[config.mk]
export PLATFORM = sky130hd
export DESIGN_NAME = h14rx_decoder
export DESIGN_NICKNAME = d
export VERILOG_FILES = /design/src/rtl/h14rx_decoder.sv
export SDC_FILE = /design/constraint.sdc
export NUM_CORES = 1
export LEC_CHECK = 0
export CORE_MARGIN = 2
export CORE_UTILIZATION = 40
export DETAILED_ROUTE_END_ITERATION = 10
export PLACE_DENSITY = 0.62
export SYNTH_ARGS = -nofsm -noshare
export SYNTH_HDL_FRONTEND = slang
export SYNTH_SLANG_ARGS = --single-unit
[constraint.sdc]
create_clock -name clk -period 8.51 [get_ports clk]
set_input_delay 2.1275 -clock clk [delete_from_list [all_inputs] [get_ports clk]]
set_output_delay 2.1275 -clock clk [all_outputs]
set_load 0.01 [all_outputs]
[src/rtl/h14rx_decoder.sv]
// h14rx_decoder: TMDS channel receiver. Classifies each 10-bit symbol as control,
// guard or video, decodes it with one cycle latency and aligns words via bitslip.
module h14rx_decoder #(
    parameter int Chan         = 0,
    parameter int WindowLen    = 2048,
    parameter int CtlThreshold = 64,
    parameter int SlipWait     = 16
) (
    input  logic       clk,
    input  logic       rst,
    input  logic [9:0] symbol,
    output logic       bitslip,
    output logic       locked,
    output logic       de,
    output logic       guard,
    output logic [1:0] ctl,
    output logic [7:0] video
);

    localparam logic [1:0] S_SEARCH = 2'd0;
    localparam logic [1:0] S_SLIP   = 2'd1;
    localparam logic [1:0] S_LOCKED = 2'd2;

    localparam logic [9:0]  GUARD_CODE = (Chan == 1) ? 10'b0100110011 : 10'b1011001100;
    localparam logic [11:0] WIN_LAST   = 12'(WindowLen - 1);
    localparam logic [11:0] CTL_THR    = 12'(CtlThreshold);
    localparam logic [7:0]  SLIP_LAST  = 8'(SlipWait);

    logic [1:0]  state_q, state_d;
    logic [11:0] win_cnt_q, win_cnt_d;
    logic [11:0] ctl_cnt_q, ctl_cnt_d, ctl_cnt_inc;
    logic [7:0]  slip_cnt_q, slip_cnt_d;
    logic        bitslip_q, bitslip_d;
    logic        prev_cg_q, prev_cg_d;
    logic        de_q, de_d;
    logic        guard_q, guard_d;
    logic [1:0]  ctl_q, ctl_d;
    logic [7:0]  video_q, video_d;

    logic        is_ctl, is_guard, is_video;
    logic [1:0]  ctl_code;
    logic [7:0]  dbits, vbyte;

    always_comb begin : classify
        is_ctl   = 1'b1;
        ctl_code = 2'b00;
        case (symbol)
            10'b1101010100: ctl_code = 2'b00;
            10'b0010101011: ctl_code = 2'b01;
            10'b0101010100: ctl_code = 2'b10;
            10'b1010101011: ctl_code = 2'b11;
            default:        is_ctl   = 1'b0;
        endcase
        // A guard pattern only counts as guard when it follows control/guard.
        is_guard = !is_ctl && (symbol == GUARD_CODE) && prev_cg_q;
        is_video = !is_ctl && !is_guard;
    end

    always_comb begin : video_decode
        dbits    = symbol[9] ? ~symbol[7:0] : symbol[7:0];
        vbyte    = '0;
        vbyte[0] = dbits[0];
        for (int unsigned i = 1; i < 8; i++) begin
            vbyte[i] = symbol[8] ? (dbits[i] ^ dbits[i-1]) : ~(dbits[i] ^ dbits[i-1]);
        end
    end

    always_comb begin : decode_next
        prev_cg_d = is_ctl || is_guard;
        de_d      = is_video;
        guard_d   = is_guard;
        ctl_d     = is_ctl ? ctl_code : ctl_q;
        video_d   = is_video ? vbyte : video_q;
    end

    always_comb begin : align_fsm
        state_d     = state_q;
        win_cnt_d   = win_cnt_q;
        ctl_cnt_d   = ctl_cnt_q;
        slip_cnt_d  = slip_cnt_q;
        bitslip_d   = 1'b0;
        ctl_cnt_inc = (is_ctl && (ctl_cnt_q != CTL_THR)) ? ctl_cnt_q + 12'd1 : ctl_cnt_q;
        case (state_q)
            S_SEARCH: begin
                if (ctl_cnt_inc == CTL_THR) begin
                    state_d   = S_LOCKED;
                    win_cnt_d = '0;
                    ctl_cnt_d = '0;
                end else if (win_cnt_q == WIN_LAST) begin
                    state_d    = S_SLIP;
                    bitslip_d  = 1'b1;
                    slip_cnt_d = '0;
                    win_cnt_d  = '0;
                    ctl_cnt_d  = '0;
                end else begin
                    win_cnt_d = win_cnt_q + 12'd1;
                    ctl_cnt_d = ctl_cnt_inc;
                end
            end
            S_SLIP: begin
                // Pulse cycle at count 0, then SlipWait quiet cycles.
                if (slip_cnt_q == SLIP_LAST) begin
                    state_d    = S_SEARCH;
                    slip_cnt_d = '0;
                    win_cnt_d  = '0;
                    ctl_cnt_d  = '0;
                end else begin
                    slip_cnt_d = slip_cnt_q + 8'd1;
                end
            end
            S_LOCKED: begin
                if (win_cnt_q == WIN_LAST) begin
                    win_cnt_d = '0;
                    ctl_cnt_d = '0;
                    if (ctl_cnt_inc == '0) begin
                        state_d = S_SEARCH;
                    end
                end else begin
                    win_cnt_d = win_cnt_q + 12'd1;
                    ctl_cnt_d = ctl_cnt_inc;
                end
            end
            default: begin
                state_d    = S_SEARCH;
                win_cnt_d  = '0;
                ctl_cnt_d  = '0;
                slip_cnt_d = '0;
            end
        endcase
    end

    always_ff @(posedge clk or posedge rst) begin
        if (rst) begin
            state_q    <= S_SEARCH;
            win_cnt_q  <= '0;
            ctl_cnt_q  <= '0;
            slip_cnt_q <= '0;
            bitslip_q  <= 1'b0;
            prev_cg_q  <= 1'b0;
            de_q       <= 1'b0;
            guard_q    <= 1'b0;
            ctl_q      <= '0;
            video_q    <= '0;
        end else begin
            state_q    <= state_d;
            win_cnt_q  <= win_cnt_d;
            ctl_cnt_q  <= ctl_cnt_d;
            slip_cnt_q <= slip_cnt_d;
            bitslip_q  <= bitslip_d;
            prev_cg_q  <= prev_cg_d;
            de_q       <= de_d;
            guard_q    <= guard_d;
            ctl_q      <= ctl_d;
            video_q    <= video_d;
        end
    end

    assign locked  = (state_q == S_LOCKED);
    assign bitslip = bitslip_q;
    assign de      = locked & de_q;
    assign guard   = locked & guard_q;
    assign ctl     = locked ? ctl_q : 2'b00;
    assign video   = locked ? video_q : 8'h00;

endmodule

==> results.toml, run 1 <==
[outcome]
outcome = "finished clean"

[floorplan]
core-area_mm2 = 0.00725
rows = 31
die_x_um = 90.5
die_area_mm2 = 0.00820
ioPinCount = 26
die_h_um = 90.5
start_util_pct = 41.3

[synthesis]
synth_warnings = 0
yosysSeqAreaShare_pct = 40.1
syn_nets = 354
syn_area_mm2 = 0.00300
synth_edf_count = 0
postSynth.asyncResetShare_pct = 100
synthSimpleGateAreaFrac_pct = 29.6
syn_inst = 337
synthMuxAreaShare_pct = 1.38
ys_ff_latch = 48
ys.flop_type = "dfrtp_1"
yosysUniqueCellTypes = 59
syn_area_per_cell_um2 = 8.89
synthAdderAreaFrac_pct = 2.09
synth_compound_area_share_pct = 17.3
synth_top_family_by_area = "simple AND/OR/NAND/NOR gates"
synth-xor-area-share_pct = 4.68

[pwr]
p_leak_nw = 1.38
cellPowerDensity_mw_per_mm2 = 132
power_mw = 0.448
irDropWorstVdd_v = 0.0000892

[final_layout]
diodes = 0
multiInputGateArea_mm2 = 0.00165
seq_area_mm2 = 0.00120
final_cells = 449
area_growth_pct = 12.9
fin_area_mm2 = 0.00338
fin_nets = 366
final_cell_mix = "dfrtp_1 (48), nand3_1 (39), nand2_1 (39)"
final_common_cell = "dfrtp_1"
drive_above_1_share_pct = 9.43
fillCellCount = 729

[drt]
route.detailed.drc = 0
drt_pre_antenna_iters = 4
viasPerCell = 5.47
wl_per_cell_um = 14.7
initialDrtViolationCount = 141
finalWirelength_mm = 6.62
ant_nets = 0
vias = 2457

[sta]
finalSetupViolCount = 0
tightest_slew_ps = 1110
slew_headroom_pct = 25.9
drv_slew = 0
finalWorstSetupSlack_ps = 3430
timing.setup.tns_ps = 0
period_share_pct = 59.7
max_freq_ghz = 0.197
final-hold-violation-count = 0
period_minus_slack_ps = 5080
rsz0062_at_grt = "no"
finClkSkew_ps = 10.9

[clock_network]
cts_hold_buf = 0
cts.repair.resized = 0
clk_latency_ps = 310
htree_num_levels = 2
root_buffer = "clkbuf_8"
cts_tree = "built"
cts_made_buffers = 5
max-clock-path-buffers = 2
cts.clk_slew.worst_paths_ps = 100
postCtsSetupRepairBufs = 0
clock_sinks = 48

[setup_path]
rrSetupSlack_ps = 5350
worstSetupPathType = "in -> reg"
r2r_end = "ctl_cnt_q[8]"
cp-start-kind = "input port"
r2r_cells = 10
reg2reg_from = "ctl_cnt_q[0]"
cp_data_arrival_time_ps = 5290
worstSetupEndpointType = "flop"
cp_max_fo = 16
worstPathRequired_ps = 8720

[global_route]
antenna_found_initial = 0
grt_pass1_vias = 2368
grt_use_total_pct = 17.1
grt_pass1_wl_mm = 11.6
grt_overflow_total = 0
grt_max_degree = 49

[place]
dp_hpwl_mm = 4.66
port_buffers = 25
placed_cell_area_mm2 = 0.00327
gp_congestion = 0.850
place_inst = 441
dp_slack_ps = 3080

[min_path]
hp-class = "reg -> reg"
hp-start = "ctl_q[1]"
holdPathEnd = "ctl_q[1]"
whs_path_depth = 1

[flow_run]
maxCapViolations = 0
==> flip-flops by register name, indices dropped and copies added (netlist names) <==
register / cells
ctl_cnt_q: 12
guard_q: 1
state_q: 2
ctl_q: 2
de_q: 1
prev_cg_q: 1
win_cnt_q: 12
slip_cnt_q: 8
video_q: 8
bitslip: 1
==> metal layers <==
layer | up-vias | share of wire [%] | GRT usage, % | routed length (um)
met5 | - | 0 | 0 | 0
met2 | 24 | 48 | 28.1 | 3160
met1 | 1189 | 49 | 23.9 | 3230
li1 | 1239 | - | - | -
met4 | 0 | 0.68 | 3.85 | 45
met3 | 5 | 2.8 | 2.59 | 186
==> metrics by stage <==
stage,hold WS (ps),util [%]
2_1_floorplan,458,-
3_3_place_gp,486,45.0
3_5_place_dp,503,45.0
4_1_cts,525,46.6
5_1_grt,538,46.6
6_report,519,46.6
==> worst max path at each step <==
stage,start,to,slack (ps),depth (start not counted)
6_report,symbol[8],ctl_cnt_q[8],3430,9
3_3_place_gp,symbol[0],ctl_cnt_q[8],3200,9
2_1_floorplan,symbol[8],win_cnt_q[3],4030,9
5_1_grt,symbol[8],ctl_cnt_q[8],3220,9
3_5_place_dp,symbol[8],ctl_cnt_q[8],3080,9
4_1_cts,symbol[8],ctl_cnt_q[8],3400,9
==> cells in the mapped netlist (2+ instances only) <==
cell type | count | share of area [%]
a21o_1 | 5 | 1.3
a21oi_1 | 14 | 2.3
a22o_1 | 3 | 0.88
a31o_2 | 6 | 1.8
and2_1 | 16 | 3.3
and3_1 | 6 | 1.3
and4bb_2 | 2 | 0.84
buf_2 | 2 | 0.33
buf_6 | 3 | 1.1
clkbuf_1 | 14 | 1.8
dfrtp_1 | 48 | 40
ha_1 | 5 | 2.1
inv_1 | 11 | 1.4
mux2i_1 | 3 | 1.0
nand2_1 | 39 | 4.9
nand3_1 | 39 | 6.5
nand4_1 | 3 | 0.63
nor2_1 | 20 | 2.5
nor3_1 | 8 | 1.3
nor3b_1 | 6 | 1.5
nor4b_1 | 2 | 0.58
o21ai_0 | 9 | 1.5
o21ai_1 | 6 | 1.0
o311ai_1 | 7 | 2.0
o31a_1 | 2 | 0.58
o31ai_1 | 5 | 1.3
or2_2 | 4 | 0.84
or3_1 | 4 | 0.84
xnor2_1 | 15 | 4.4
==> where the power goes <==
group          internal [mW]  switching, mW  total (mW)  leakage (nW)
Combinational         0.0180         0.0187      0.0367         0.686
Sequential             0.235        0.00452       0.240         0.636
Clock                 0.0886         0.0829       0.172        0.0548
==> area by class of cell <==
type | count | share of cell area, %
clock buffer | 5 | 2.04
clock inverter | 3 | 1.37
inverter | 11 | 1.22
multi-input combinational | 258 | 48.8
sequential | 48 | 35.5
tap | 99 | 3.66
timing repair buffer | 25 | 7.40
==> cell families (layout without fill, tap and decap cells) <==
family                   after synthesis  after routing
AO/OA/AOI/OAI                         71             71
XOR/XNOR                              16             16
adder cells (fa/ha/maj)                5              5
buffers and inverters                 31             44
flip-flops                            48             48
multiplexers                           4              4
AND/OR/NAND/NOR                      162            162
==> critical path: stages <==
cell,delay (ps)
clkdlybuf4s50_1,540
and4bb_2,380
nand3_1,180
a21oi_1,490
and2b_1,270
mux2i_1,450
a31oi_2,420
nand3b_1,210
a21bo_1,210
No activity file was read; power rests on OpenSTA's default activity.
==> inputs of run 2 (changes only) <==
==> constraint.sdc (replaced) <==
create_clock -name clk -period 5.1 [get_ports clk]
set_input_delay 1.275 -clock clk [delete_from_list [all_inputs] [get_ports clk]]
set_output_delay 1.275 -clock clk [all_outputs]
set_load 0.01 [all_outputs]
==> run 2 against run 1 <==
Highest routed layer unchanged; largest power group unchanged; core utilization is 0.16 points higher; register-to-register slack worse by 3400 ps; setup slack worse by 2600 ps; total power is 70% higher; critical path type unchanged.
==> results.toml, run 2 (synthesis gave the netlist of run 1 again) <==
[setup_path]
cp_data_arrival_time_ps = 4460
worstSetupEndpointType = "flop"
critPathBufInv = 1
cp-start-kind = "input port"
worstPathRequired_ps = 5290
crit_family = "compound AO/OA/AOI/OAI gates"
worstSetupPathType = "in -> reg"
cp_max_fo = 16
worst_path_max_delay_cell = "clkdlybuf4s50_1"
cp_cell_sequence = "clkdlybuf4s50_1 -> and4bb_2 -> nand3_1 -> a21oi_1 -> and2b_1 -> mux2i_1 -> a31oi_2 -> nand3b_1 -> a21bo_1"
max_stage_delay_ps = 540

[floorplan]
rows = 31
die_h_um = 90.5
core-area_mm2 = 0.00725
die_x_um = 90.5
start_util_pct = 41.3
die_area_mm2 = 0.00820
ioPinCount = 26

[sta]
tightest_slew_ps = 1090
timing.setup.tns_ps = 0
period_share_pct = 83.7
finalWorstSetupSlack_ps = 832
slew_headroom_pct = 27.2
finalSetupViolCount = 0
rsz0062_at_grt = "no"
drv_slew = 0
fin_hold_ws_ps = 514
max_freq_ghz = 0.234
final-hold-violation-count = 0
finClkSkew_ps = 9.09
period_minus_slack_ps = 4270

[clock_network]
cts.clk_slew.worst_paths_ps = 80
clock_sinks = 48
max-clock-path-buffers = 2
cts_tree = "built"
cts.repair.resized = 0
cts_hold_buf = 0
clk_latency_ps = 300
postCtsSetupRepairBufs = 0
htree_num_levels = 2
cts_made_buffers = 5
root_buffer = "clkbuf_8"

[final_layout]
final_common_cell = "dfrtp_1"
reg_top3 = "ctl_cnt_q: 12 flops, win_cnt_q: 12 flops"
fin_nets = 366
drive_above_1_share_pct = 9.43
area_growth_pct = 13.2
diodes = 0
fin_area_mm2 = 0.00339
final_cells = 449
final_util_pct = 46.8
final_cell_mix = "dfrtp_1 (48), nand3_1 (39), nand2_1 (39)"

[drt]
vias = 2494
viasPerCell = 5.55
ant_nets = 0
route.detailed.drc = 0
wl_per_cell_um = 14.9
finalWirelength_mm = 6.70
drt_pre_antenna_iters = 4
initialDrtViolationCount = 108

[global_route]
grt_pass1_wl_mm = 11.9
grt_max_degree = 49
grt_overflow_total = 0
antenna_found_initial = 0
met3_usage_pct = 2.59
grt_pass1_vias = 2431
use_met2_pct = 29.8
grtUsageMet1_pct = 23.9
grt_use_total_pct = 17.6
busiest_layer = "met2"

[place]
place_inst = 441
dp_slack_ps = 517
port_buffers = 25
placed_cell_area_mm2 = 0.00327
dp_hpwl_mm = 4.70
gp_congestion = 0.849

[pwr]
p_seq_share_pct = 52.5
combPwrFrac_pct = 8.1
internal-power_mw = 0.596
irDropWorstVdd_v = 0.000115
cellPowerDensity_mw_per_mm2 = 224
p_switching_mw = 0.165
p_leak_nw = 1.39
p_sw_share_pct = 21.7
clock_power_share_pct = 39.4
power_mw = 0.761

[min_path]
hp-class = "reg -> reg"

[flow_run]
maxCapViolations = 0

[outcome]
outcome = "finished clean"
[run 2: cell types whose count changed in the layout (fill, tap and decap cells not counted)]
cell / previous run / this run
clkbuf_8: 5 / 7
clkinvlp_4: 1 / 0
inv_6: 1 / 0
[run 2: area by class of cell]
type                    count  area [um^2]
flip-flops and latches     48         1200
repair buffers             25          250
fillers                   728         3860
well taps                  99          124
inverters                  11         41.3
multi-input cells         258         1650
clock buffers               7         96.3
clock inverters             1         30.0
[run 2: tightest hold or removal path, delay by kind of cell, from the launching register on]
kind             cells  cell delay (ps)
flip-flops           1              350
AND/OR/NAND/NOR      2              130
[run 2: worst paths after layout]
| kind | slack [ps] | cells past startpoint | start | to |
|---|---|---|---|---|
| setup / recovery | 830 | 9 | symbol[8] | ctl_cnt_q[8] |
| hold / removal | 510 | 2 | ctl_q[0] | ctl_q[0] |
| setup reg to reg | 1910 | 10 | ctl_cnt_q[0] | ctl_cnt_q[8] |
| hold reg to reg | 510 | 2 | ctl_q[0] | ctl_q[0] |
| max in group asynchronous | 2930 | 2 | rst | win_cnt_q[4] |
| min in group asynchronous | 1540 | 2 | rst | video_q[5] |
[run 2: power by group through the flow]
| stage | clock network, mW | registers (mW) | logic (mW) |
|---|---|---|---|
| after global routing | 0.327 | 0.402 | 0.0691 |
| after detailed placement | 0 | 0.408 | 0.0622 |
| final | 0.300 | 0.400 | 0.0615 |
| after global placement | 0 | 0.407 | 0.0615 |
| after CTS | 0.311 | 0.400 | 0.0626 |
| after floorplan | 0 | 0.405 | 0.0420 |
[run 2: per-layer routing]
layer	part of all wire (%)	wire, um
met1	47	3170
met2	49	3310
met3	2.9	191
met4	0.42	28
met5	0	0
